File: src/rtl/dmem_controller.sv
// Data-memory controller: two requesters (CPU, debug) share one word-wide memory
// with round-robin arbitration, sub-word load extraction and read-modify-write stores.
module dmem_controller #(
  parameter int DEPTH_WORDS = 32
) (
  input  logic        clk,
  input  logic        reset,
  input  logic        req0,
  input  logic        req1,
  input  logic        we0,
  input  logic        we1,
  input  logic [31:0] addr0,
  input  logic [31:0] addr1,
  input  logic [31:0] wdata0,
  input  logic [31:0] wdata1,
  input  logic [2:0]  size0,
  input  logic [2:0]  size1,
  output logic        ack0,
  output logic        ack1,
  output logic [31:0] rdata0,
  output logic [31:0] rdata1,
  output logic        err0,
  output logic        err1,
  output logic        mem_we,
  output logic [31:0] mem_a,
  output logic [31:0] mem_wd,
  input  logic [31:0] mem_rd
);

  typedef enum logic [1:0] {IDLE, ACCESS, WRITE, DONE} state_t;

  state_t      state, next_state;
  logic        gnt, prio, we_l;
  logic [31:0] addr_l, wdata_l;
  logic [2:0]  size_l;
  logic [31:0] res_data, merged;
  logic        res_err;

  logic        any_req, grant_port;
  logic        bad_size, misaligned, out_of_range, fault;
  logic [31:0] word_idx;
  logic [7:0]  byte_sel;
  logic [15:0] half_sel;
  logic [31:0] load_val, merge_val;

  // prio names the port that wins when both request; it flips away from each grantee
  always_comb begin
    any_req    = req0 | req1;
    grant_port = (req0 && req1) ? prio : (req1 && !req0);
  end

  always_comb begin
    case (size_l)
      3'b000, 3'b001, 3'b010: bad_size = 1'b0;
      3'b100, 3'b101:         bad_size = we_l;
      default:                bad_size = 1'b1;
    endcase
    misaligned   = ((size_l[1:0] == 2'b01) && addr_l[0]) ||
                   ((size_l[1:0] == 2'b10) && (addr_l[1:0] != 2'b00));
    word_idx     = {2'b00, addr_l[31:2]};
    out_of_range = word_idx >= 32'(DEPTH_WORDS);
    fault        = bad_size | misaligned | out_of_range;
  end

  always_comb begin
    case (addr_l[1:0])
      2'd0:    byte_sel = mem_rd[7:0];
      2'd1:    byte_sel = mem_rd[15:8];
      2'd2:    byte_sel = mem_rd[23:16];
      default: byte_sel = mem_rd[31:24];
    endcase
    half_sel = addr_l[1] ? mem_rd[31:16] : mem_rd[15:0];
    case (size_l[1:0])
      2'b00:   load_val = size_l[2] ? {24'h0, byte_sel} : {{24{byte_sel[7]}}, byte_sel};
      2'b01:   load_val = size_l[2] ? {16'h0, half_sel} : {{16{half_sel[15]}}, half_sel};
      default: load_val = mem_rd;
    endcase
  end

  always_comb begin
    merge_val = mem_rd;
    if (size_l[1:0] == 2'b00) begin
      case (addr_l[1:0])
        2'd0:    merge_val[7:0]   = wdata_l[7:0];
        2'd1:    merge_val[15:8]  = wdata_l[7:0];
        2'd2:    merge_val[23:16] = wdata_l[7:0];
        default: merge_val[31:24] = wdata_l[7:0];
      endcase
    end else if (addr_l[1]) begin
      merge_val[31:16] = wdata_l[15:0];
    end else begin
      merge_val[15:0] = wdata_l[15:0];
    end
  end

  always_ff @(posedge clk) begin
    if (reset) state <= IDLE;
    else       state <= next_state;
  end

  always_comb begin
    next_state = state;
    case (state)
      IDLE:    if (any_req) next_state = ACCESS;
      ACCESS:  begin
        if (fault || !we_l || (size_l[1:0] == 2'b10)) next_state = DONE;
        else                                          next_state = WRITE;
      end
      WRITE:   next_state = DONE;
      default: next_state = IDLE;
    endcase
  end

  always_ff @(posedge clk) begin
    if (reset) begin
      gnt      <= 1'b0;
      prio     <= 1'b0;
      we_l     <= 1'b0;
      addr_l   <= 32'h0;
      wdata_l  <= 32'h0;
      size_l   <= 3'b000;
      mem_a    <= 32'h0;
      res_data <= 32'h0;
      res_err  <= 1'b0;
      merged   <= 32'h0;
    end else begin
      case (state)
        IDLE: if (any_req) begin
          gnt      <= grant_port;
          prio     <= ~grant_port;
          we_l     <= grant_port ? we1    : we0;
          addr_l   <= grant_port ? addr1  : addr0;
          wdata_l  <= grant_port ? wdata1 : wdata0;
          size_l   <= grant_port ? size1  : size0;
          mem_a    <= grant_port ? {addr1[31:2], 2'b00} : {addr0[31:2], 2'b00};
          res_data <= 32'h0;
          res_err  <= 1'b0;
        end
        ACCESS: begin
          if (fault)      res_err  <= 1'b1;
          else if (!we_l) res_data <= load_val;
          merged <= merge_val;
        end
        default: ;
      endcase
    end
  end

  // Write strobes are gated by reset so an interrupted store never reaches memory
  always_comb begin
    ack0   = (state == DONE) && !gnt;
    ack1   = (state == DONE) && gnt;
    rdata0 = ack0 ? res_data : 32'h0;
    rdata1 = ack1 ? res_data : 32'h0;
    err0   = ack0 && res_err;
    err1   = ack1 && res_err;
    mem_we = 1'b0;
    mem_wd = 32'h0;
    if (!reset) begin
      if ((state == ACCESS) && we_l && !fault && (size_l[1:0] == 2'b10)) begin
        mem_we = 1'b1;
        mem_wd = wdata_l;
      end else if (state == WRITE) begin
        mem_we = 1'b1;
        mem_wd = merged;
      end
    end
  end

endmodule

File: config.mk
export PLATFORM = sky130hd
export DESIGN_NAME = dmem_controller
export DESIGN_NICKNAME = d
export VERILOG_FILES = /design/src/rtl/dmem_controller.sv
export SDC_FILE = /design/constraint.sdc
export NUM_CORES = 1
export LEC_CHECK = 0
export BUFFER_PORTS_ARGS = -buffer_cell sky130_fd_sc_hd__buf_4
export CELL_PAD_IN_SITES_DETAIL_PLACEMENT = 0
export CELL_PAD_IN_SITES_GLOBAL_PLACEMENT = 1
export CORE_ASPECT_RATIO = 0.5
export CORE_MARGIN = 1.5
export CORE_UTILIZATION = 35
export CTS_BUF_LIST = sky130_fd_sc_hd__clkbuf_4 sky130_fd_sc_hd__clkbuf_8 sky130_fd_sc_hd__clkbuf_16
export CTS_CLUSTER_DIAMETER = 120
export DETAILED_ROUTE_END_ITERATION = 16
export HOLD_SLACK_MARGIN = 0.02
export PLACE_DENSITY_LB_ADDON = 0.1
export REMOVE_ABC_BUFFERS = 1
export SLEW_MARGIN = 20
export SYNTH_ARGS = -nofsm -noshare
export SYNTH_HDL_FRONTEND = slang
export SYNTH_SLANG_ARGS = --single-unit
File: constraint.sdc
create_clock -name clk -period 5.1 [get_ports clk]
set_input_delay 1.02 -clock clk [delete_from_list [all_inputs] [get_ports clk]]
set_output_delay 1.02 -clock clk [all_outputs]
set_load 0.05 [all_outputs]
==> results of run 1 <==
## synthesized netlist by cell type (all sizes together), types with 2 or more instances
cell,number,area [um^2]
nand3b,2,15.0
and3,33,206
or3b,2,17.5
a222oi,68,681
nor2,128,480
o22ai,19,119
nand4,2,12.5
mux2i,17,170
or4,2,15.0
a311oi,8,70.1
dfxtp,137,2740
ha,4,50.1
and2,35,219
nor2b,5,31.3
buf,46,313
a221oi,7,61.3
nand2b,18,120
o211ai,8,60.1
clkbuf,77,289
a211oi,9,67.6
inv,15,56.3
o21ai,13,65.1
nor3,13,65.1
o2bb2ai,30,325
o31a,2,17.5
o2111ai,2,17.5
nand3,42,210
a21oi,57,289
a31oi,7,43.8
nor4,6,43.8
nand2,68,255
## per-stage QoR
stage,power [uW],setup TNS (ns)
detailed placement,3640,0
CTS,5100,0
finish,5090,0
floorplan,2890,-12.48
global placement,3620,0
global route,5380,0
## worst min-delay path by stage
stage / slack [ns] / from / end / cells past startpoint
floorplan: 0.44 / res_data[0] / res_data[0] / 1
global placement: 0.46 / res_data[20] / res_data[20] / 1
detailed placement: 0.46 / merged[15] / merged[15] / 2
CTS: 0.47 / merged[15] / merged[15] / 2
global route: 0.50 / res_data[20] / res_data[20] / 1
finish: 0.47 / merged[15] / merged[15] / 2
## cell families after synthesis
logic type	Yosys count
AND/OR/NAND/NOR	358
other	1
AO/OA/AOI/OAI	235
buffers and inverters	138
adder cells (fa/ha/maj)	4
multiplexers	18
flip-flops	137
## routing by layer
metal | wire length [um] | vias to the layer above
met5 | 0 | -
met4 | 127 | 0
met3 | 2690 | 9
met2 | 11700 | 358
met1 | 12900 | 3696
li1 | - | 3690
## registers in the layout, indices dropped and copies added (netlist names)
| register | count |
|---|---|
| size_l | 3 |
| res_data | 32 |
| merged | 32 |
| addr_l | 31 |
| res_err | 1 |
| mem_a | 1 |
| prio | 1 |
| wdata_l | 32 |
| we_l | 1 |
| state | 2 |
| gnt | 1 |
## report_power, final
part           switching [uW]  total (uW)  leakage [uW]  internal, uW
registers                 252        1580       0.00112          1330
logic                    1330        2050       0.00293           723
clock network             522        1450      0.000335           931
## layout make-up
class	count	area, um^2
flip-flops and latches	137	2740
clock inverters	15	262
inverters	15	56.3
fillers	1950	9730
multi-input cells	617	3870
clock buffers	17	425
repair buffers	315	2390
well taps	266	333
## tightest hold or removal path, stage by stage (launching register included)
cell,delay (ns)
dfxtp_1,0.31
nand2b_1,0.06
a21oi_1,0.05
==> results.sh, run 1 <==
export IMPL_cp_depth=7
export IMPL_die_h_um=105
export IMPL_htree_levels=4
export IMPL_synthMuxAreaShare_pct=2.51
export IMPL_netlist_area_mm2=0.00722
export IMPL_area_growth_pct=39.7
export IMPL_max_vdd_ir_drop_v=0.000272
export IMPL_fin_nets=1279
export IMPL_fin_ws_ns=0.976
export IMPL_final_common_cell="buf_4"
export IMPL_root_buffer="clkbuf_16"
export IMPL_synth_edff_count=0
export IMPL_ys_seq_area_share_pct=38.0
export IMPL_use_met1_pct=37.4
export IMPL_synthSimpleGateAreaFrac_pct=23.6
export IMPL_hold_buffers=0
export IMPL_dr_first_iter_drc_count=831
export IMPL_grt_pass1_wl_mm=42.3
export IMPL_postLayoutCoreUtil_pct=50.9
export IMPL_synthCells=891
export IMPL_wire_per_inst_um=19.9
export IMPL_critPathKind="register to primary output"
export IMPL_drive_gt1_share_pct=33.3
export IMPL_io_pin_count=305
export IMPL_fin_cells=1382
export IMPL_dieArea_mm2=0.0216
export IMPL_final_cell_mix="313 x buf_4, 136 x dfxtp_1, 128 x nor2_1"
export IMPL_report_final_slew_viol_count=0
export IMPL_fin_crit_ns=4.12
export IMPL_via_per_inst=5.61
export IMPL_antenna_cells=0
export IMPL_cts_buffers=17
export IMPL_status="finished, final reports clean"
export IMPL_use_met2_pct=36.7
export IMPL_insertion_delay_ns=0.42
export IMPL_cp_endpoint="mem_wd[26]"
export IMPL_hold_viol=0
export IMPL_async_flop_share_pct=0
export IMPL_clockBufferDepth=2
export IMPL_coreArea_mm2=0.0198
export IMPL_cts_sinks=137
export IMPL_finalSetupViolations=0
export IMPL_r2r_start="state[1]"
export IMPL_grt_busiest_layer="met1"
export IMPL_postCtsSetupRepairBufs=0
export IMPL_tightest_slew_ns=1.04
export IMPL_whs_ns=0.471
export IMPL_endpoint_kind="primary output"
export IMPL_drc=0
export IMPL_grt_pass1_vias=7190
export IMPL_max_freq_mhz=242
export IMPL_skew_ns=0.00906
export IMPL_p_leak_uw=0.00439
export IMPL_first_pass_iters=9
export IMPL_yosysUniqueCellTypes=48
export IMPL_ys_seq_elements=137
export IMPL_grt_overflow_total=0
export IMPL_die_w_um=206
export IMPL_r2r_slack_ns=2.32
export IMPL_cp_required_ns=4.08
export IMPL_holdCritPathClass="register to register"
export IMPL_cts_repair_resized=0
export IMPL_synth_ff_type="dfxtp_1"
export IMPL_finalCritPeriodShare_pct=80.9
export IMPL_preCtsSetupSlack_ns=1.43
export IMPL_reg2regPathDepth=7
export IMPL_portBuffers=302
export IMPL_use_met3_pct=6.49
export IMPL_cap_violations=0
export IMPL_yosys_warnings=0
export IMPL_vias=7753
export IMPL_grt_max_degree=70
export IMPL_cpPeakStageDelay_ns=0.68
export IMPL_track_usage_pct=25.4
export IMPL_fin_area_mm2=0.0101
export IMPL_crit_family="simple AND/OR/NAND/NOR gates"
export IMPL_startpoint_type="register"
export IMPL_power_density_mw_per_mm2=505
export IMPL_antenna_found_initial=0
export IMPL_cp_startpoint="addr_l[13]"
export IMPL_cp_max_fo=22
export IMPL_rsz0062_at_grt="false"
export IMPL_drt_wl_total_mm=27.5
export IMPL_synth_compound_area_share_pct=26.0
export IMPL_num_rows=36
export IMPL_cp_arrival_ns=3.10
export IMPL_reg2reg_to="res_data[20]"
export IMPL_clkSlewWorstSetupHoldPaths_ns=0.06
export IMPL_max_slew_margin_pct=30.2
export IMPL_cp_slowest_cell="or4_1"
export IMPL_place_gp_congestion=0.861
export IMPL_synthAdderAreaFrac_pct=0.693
export IMPL_placed_cells_incl_taps=1350
export IMPL_ant_nets=0
export IMPL_path_cells="nor4_1, nand3_1, or4_1, buf_4, nand3_1, a21oi_1, buf_4"
export IMPL_initial_core_util_pct=36.4
export IMPL_placed_cell_area_mm2=0.00940
export IMPL_cts_tree="done"
export IMPL_dp_hpwl_mm=20.0
export IMPL_path_buf_inv=2
export IMPL_synth_top_family_by_area="compound AO/OA/AOI/OAI gates"
export IMPL_synthXorXnorAreaFrac_pct=0
export IMPL_syn_area_per_cell_um2=8.10
No activity file was read; power rests on OpenSTA's default activity.
==> inputs of run 2 (changes only) <==
Settings changed: CORE_UTILIZATION 35 to 31.
Clock period 5.1 ns to 3.7 ns, I/O delays scaled along.
==> run 2 against run 1 <==
Compared with the run above: clock skew is 0.0020 ns higher; utilization is 6.4 points lower; global-route usage is 1.5 points lower; via count is 0.25% higher; cell count is 3.4% higher; combinational power is 44% higher; total power is 38% higher; die area is 13% higher; critical endpoint is now mem_wd[24]; highest routed layer unchanged.
==> results.sh, run 2 (synthesis gave the netlist of run 1 again) <==
export IMPL_crit_family="simple AND/OR/NAND/NOR gates"
export IMPL_via_per_inst=5.44
export IMPL_clkSlewWorstSetupHoldPaths_ns=0.06
export IMPL_cp_required_ns=2.96
export IMPL_htree_levels=4
export IMPL_wl_met2_mm=12.3
export IMPL_routed_top_layer="met4"
export IMPL_r2r_start="state[1]"
export IMPL_drc=0
export IMPL_wire_per_inst_um=20.5
export IMPL_skew_ns=0.0111
export IMPL_final_common_cell="buf_4"
export IMPL_max_slew_margin_pct=36.9
export IMPL_wl_met1_mm=14.5
export IMPL_insertion_delay_ns=0.43
export IMPL_cp_startpoint="addr_l[26]"
export IMPL_cp_arrival_ns=2.73
export IMPL_startpoint_type="register"
export IMPL_critPathKind="register to primary output"
export IMPL_hold_viol=0
export IMPL_holdCritPathClass="register to register"
export IMPL_grt_pass1_wl_mm=44.4
export IMPL_holdCritStartpoint="res_data[18]"
export IMPL_drive_gt1_share_pct=33.7
export IMPL_grt_overflow_total=0
export IMPL_first_pass_iters=8
export IMPL_reg_largest_list="merged (32), res_data (32), wdata_l (32)"
export IMPL_final_cell_mix="320 x buf_4, 136 x dfxtp_1, 128 x nor2_1"
export IMPL_p_seq_share_pct=30.8
export IMPL_root_buffer="clkbuf_16"
export IMPL_dp_hpwl_mm=21.2
export IMPL_pwr_share_comb_pct=42.1
export IMPL_p_int_uw=4070
export IMPL_status="finished, final reports clean"
export IMPL_postLayoutCoreUtil_pct=44.5
export IMPL_fin_nets=1286
export IMPL_io_pin_count=305
export IMPL_fin_ws_ns=0.230
export IMPL_cts_buffers=17
export IMPL_tightest_slew_ns=0.944
export IMPL_cts_sinks=137
export IMPL_preCtsSetupSlack_ns=0.628
export IMPL_drt_wl_total_mm=29.2
export IMPL_antenna_cells=0
export IMPL_clockBufferDepth=2
export IMPL_initial_core_util_pct=31.6
export IMPL_area_growth_pct=40.6
export IMPL_fin_crit_ns=3.47
export IMPL_max_freq_mhz=288
export IMPL_postCtsSetupRepairBufs=0
export IMPL_coreArea_mm2=0.0228
export IMPL_die_w_um=219
export IMPL_total_power_uw=7000
export IMPL_portBuffers=302
export IMPL_swShare_pct=41.9
export IMPL_power_density_mw_per_mm2=690
export IMPL_p_leak_uw=0.00440
export IMPL_dieArea_mm2=0.0243
export IMPL_cp_max_fo=16
export IMPL_grt_max_degree=101
export IMPL_cpPeakStageDelay_ns=0.65
export IMPL_cts_repair_resized=0
export IMPL_ant_nets=0
export IMPL_dr_first_iter_drc_count=951
export IMPL_max_vdd_ir_drop_v=0.000298
export IMPL_antenna_found_initial=0
export IMPL_grt_pass1_vias=7216
export IMPL_pwr_share_clk_pct=27.0
export IMPL_cap_violations=0
export IMPL_vias=7772
export IMPL_path_cells="nor4_1, nand4_1, or4_1, buf_4, nand3_1, a21oi_1, buf_4"
export IMPL_finalSetupViolations=0
export IMPL_fillCellCount=2348
export IMPL_place_gp_congestion=0.823
export IMPL_finalCritPeriodShare_pct=93.8
export IMPL_track_usage_pct=23.9
export IMPL_die_h_um=111
export IMPL_rsz0062_at_grt="false"
export IMPL_path_buf_inv=2
export IMPL_endpoint_kind="primary output"
export IMPL_placed_cells_incl_taps=1398
export IMPL_fin_cells=1429
export IMPL_seqCellArea_mm2=0.00274
export IMPL_cp_slowest_cell="or4_1"
export IMPL_hold_buffers=0
export IMPL_multi_input_area_mm2=0.00389
export IMPL_p_switching_uw=2940
export IMPL_report_final_slew_viol_count=0
export IMPL_cts_tree="done"
export IMPL_dr_wl_met3_mm=2.02
export IMPL_path_common_cell="buf_4"
export IMPL_num_rows=39
-- run 2: routing by layer --
| layer | GRT usage, % | vias up |
|---|---|---|
| met4 | 5.21 | 0 |
| met3 | 5.51 | 26 |
| met1 | 36.1 | 3748 |
| met2 | 33.9 | 303 |
| li1 | - | 3695 |
| met5 | 0 | - |
-- run 2: cell type report --
class                           instances  share of cell area [%]
Clock buffer                           19                    4.34
Multi-Input combinational cell        617                    38.3
Timing Repair Buffer                  322                    24.1
Inverter                               15                   0.554
Tap cell                              307                    3.78
Sequential cell                       137                    27.0
Clock inverter                         12                    1.97
-- run 2: stage by stage --
stage	hold slack [ns]	instance area [um^2]	setup TNS, ns
finish	0.476	10200	0
global route	0.491	10200	0
CTS	0.480	10100	0
detailed placement	0.465	9510	0
global placement	0.456	9510	0
floorplan	0.438	6620	-83.04
-- run 2: power by group through the flow --
stage               Sequential, uW  Combinational (uW)  Clock, uW
CTS                           2150                2950       1920
floorplan                     2390                1590          0
detailed placement            2180                2940          0
global route                  2200                3220       2000
finish                        2160                2950       1890
global placement              2190                2900          0
-- run 2: worst paths after layout --
kind,depth (start not counted),slack (ns),to
worst max-delay path,7,0.23,mem_wd[24]
worst min-delay path,1,0.48,res_data[18]
worst max register to register,7,0.79,res_data[16]
worst min register to register,1,0.48,res_data[18]
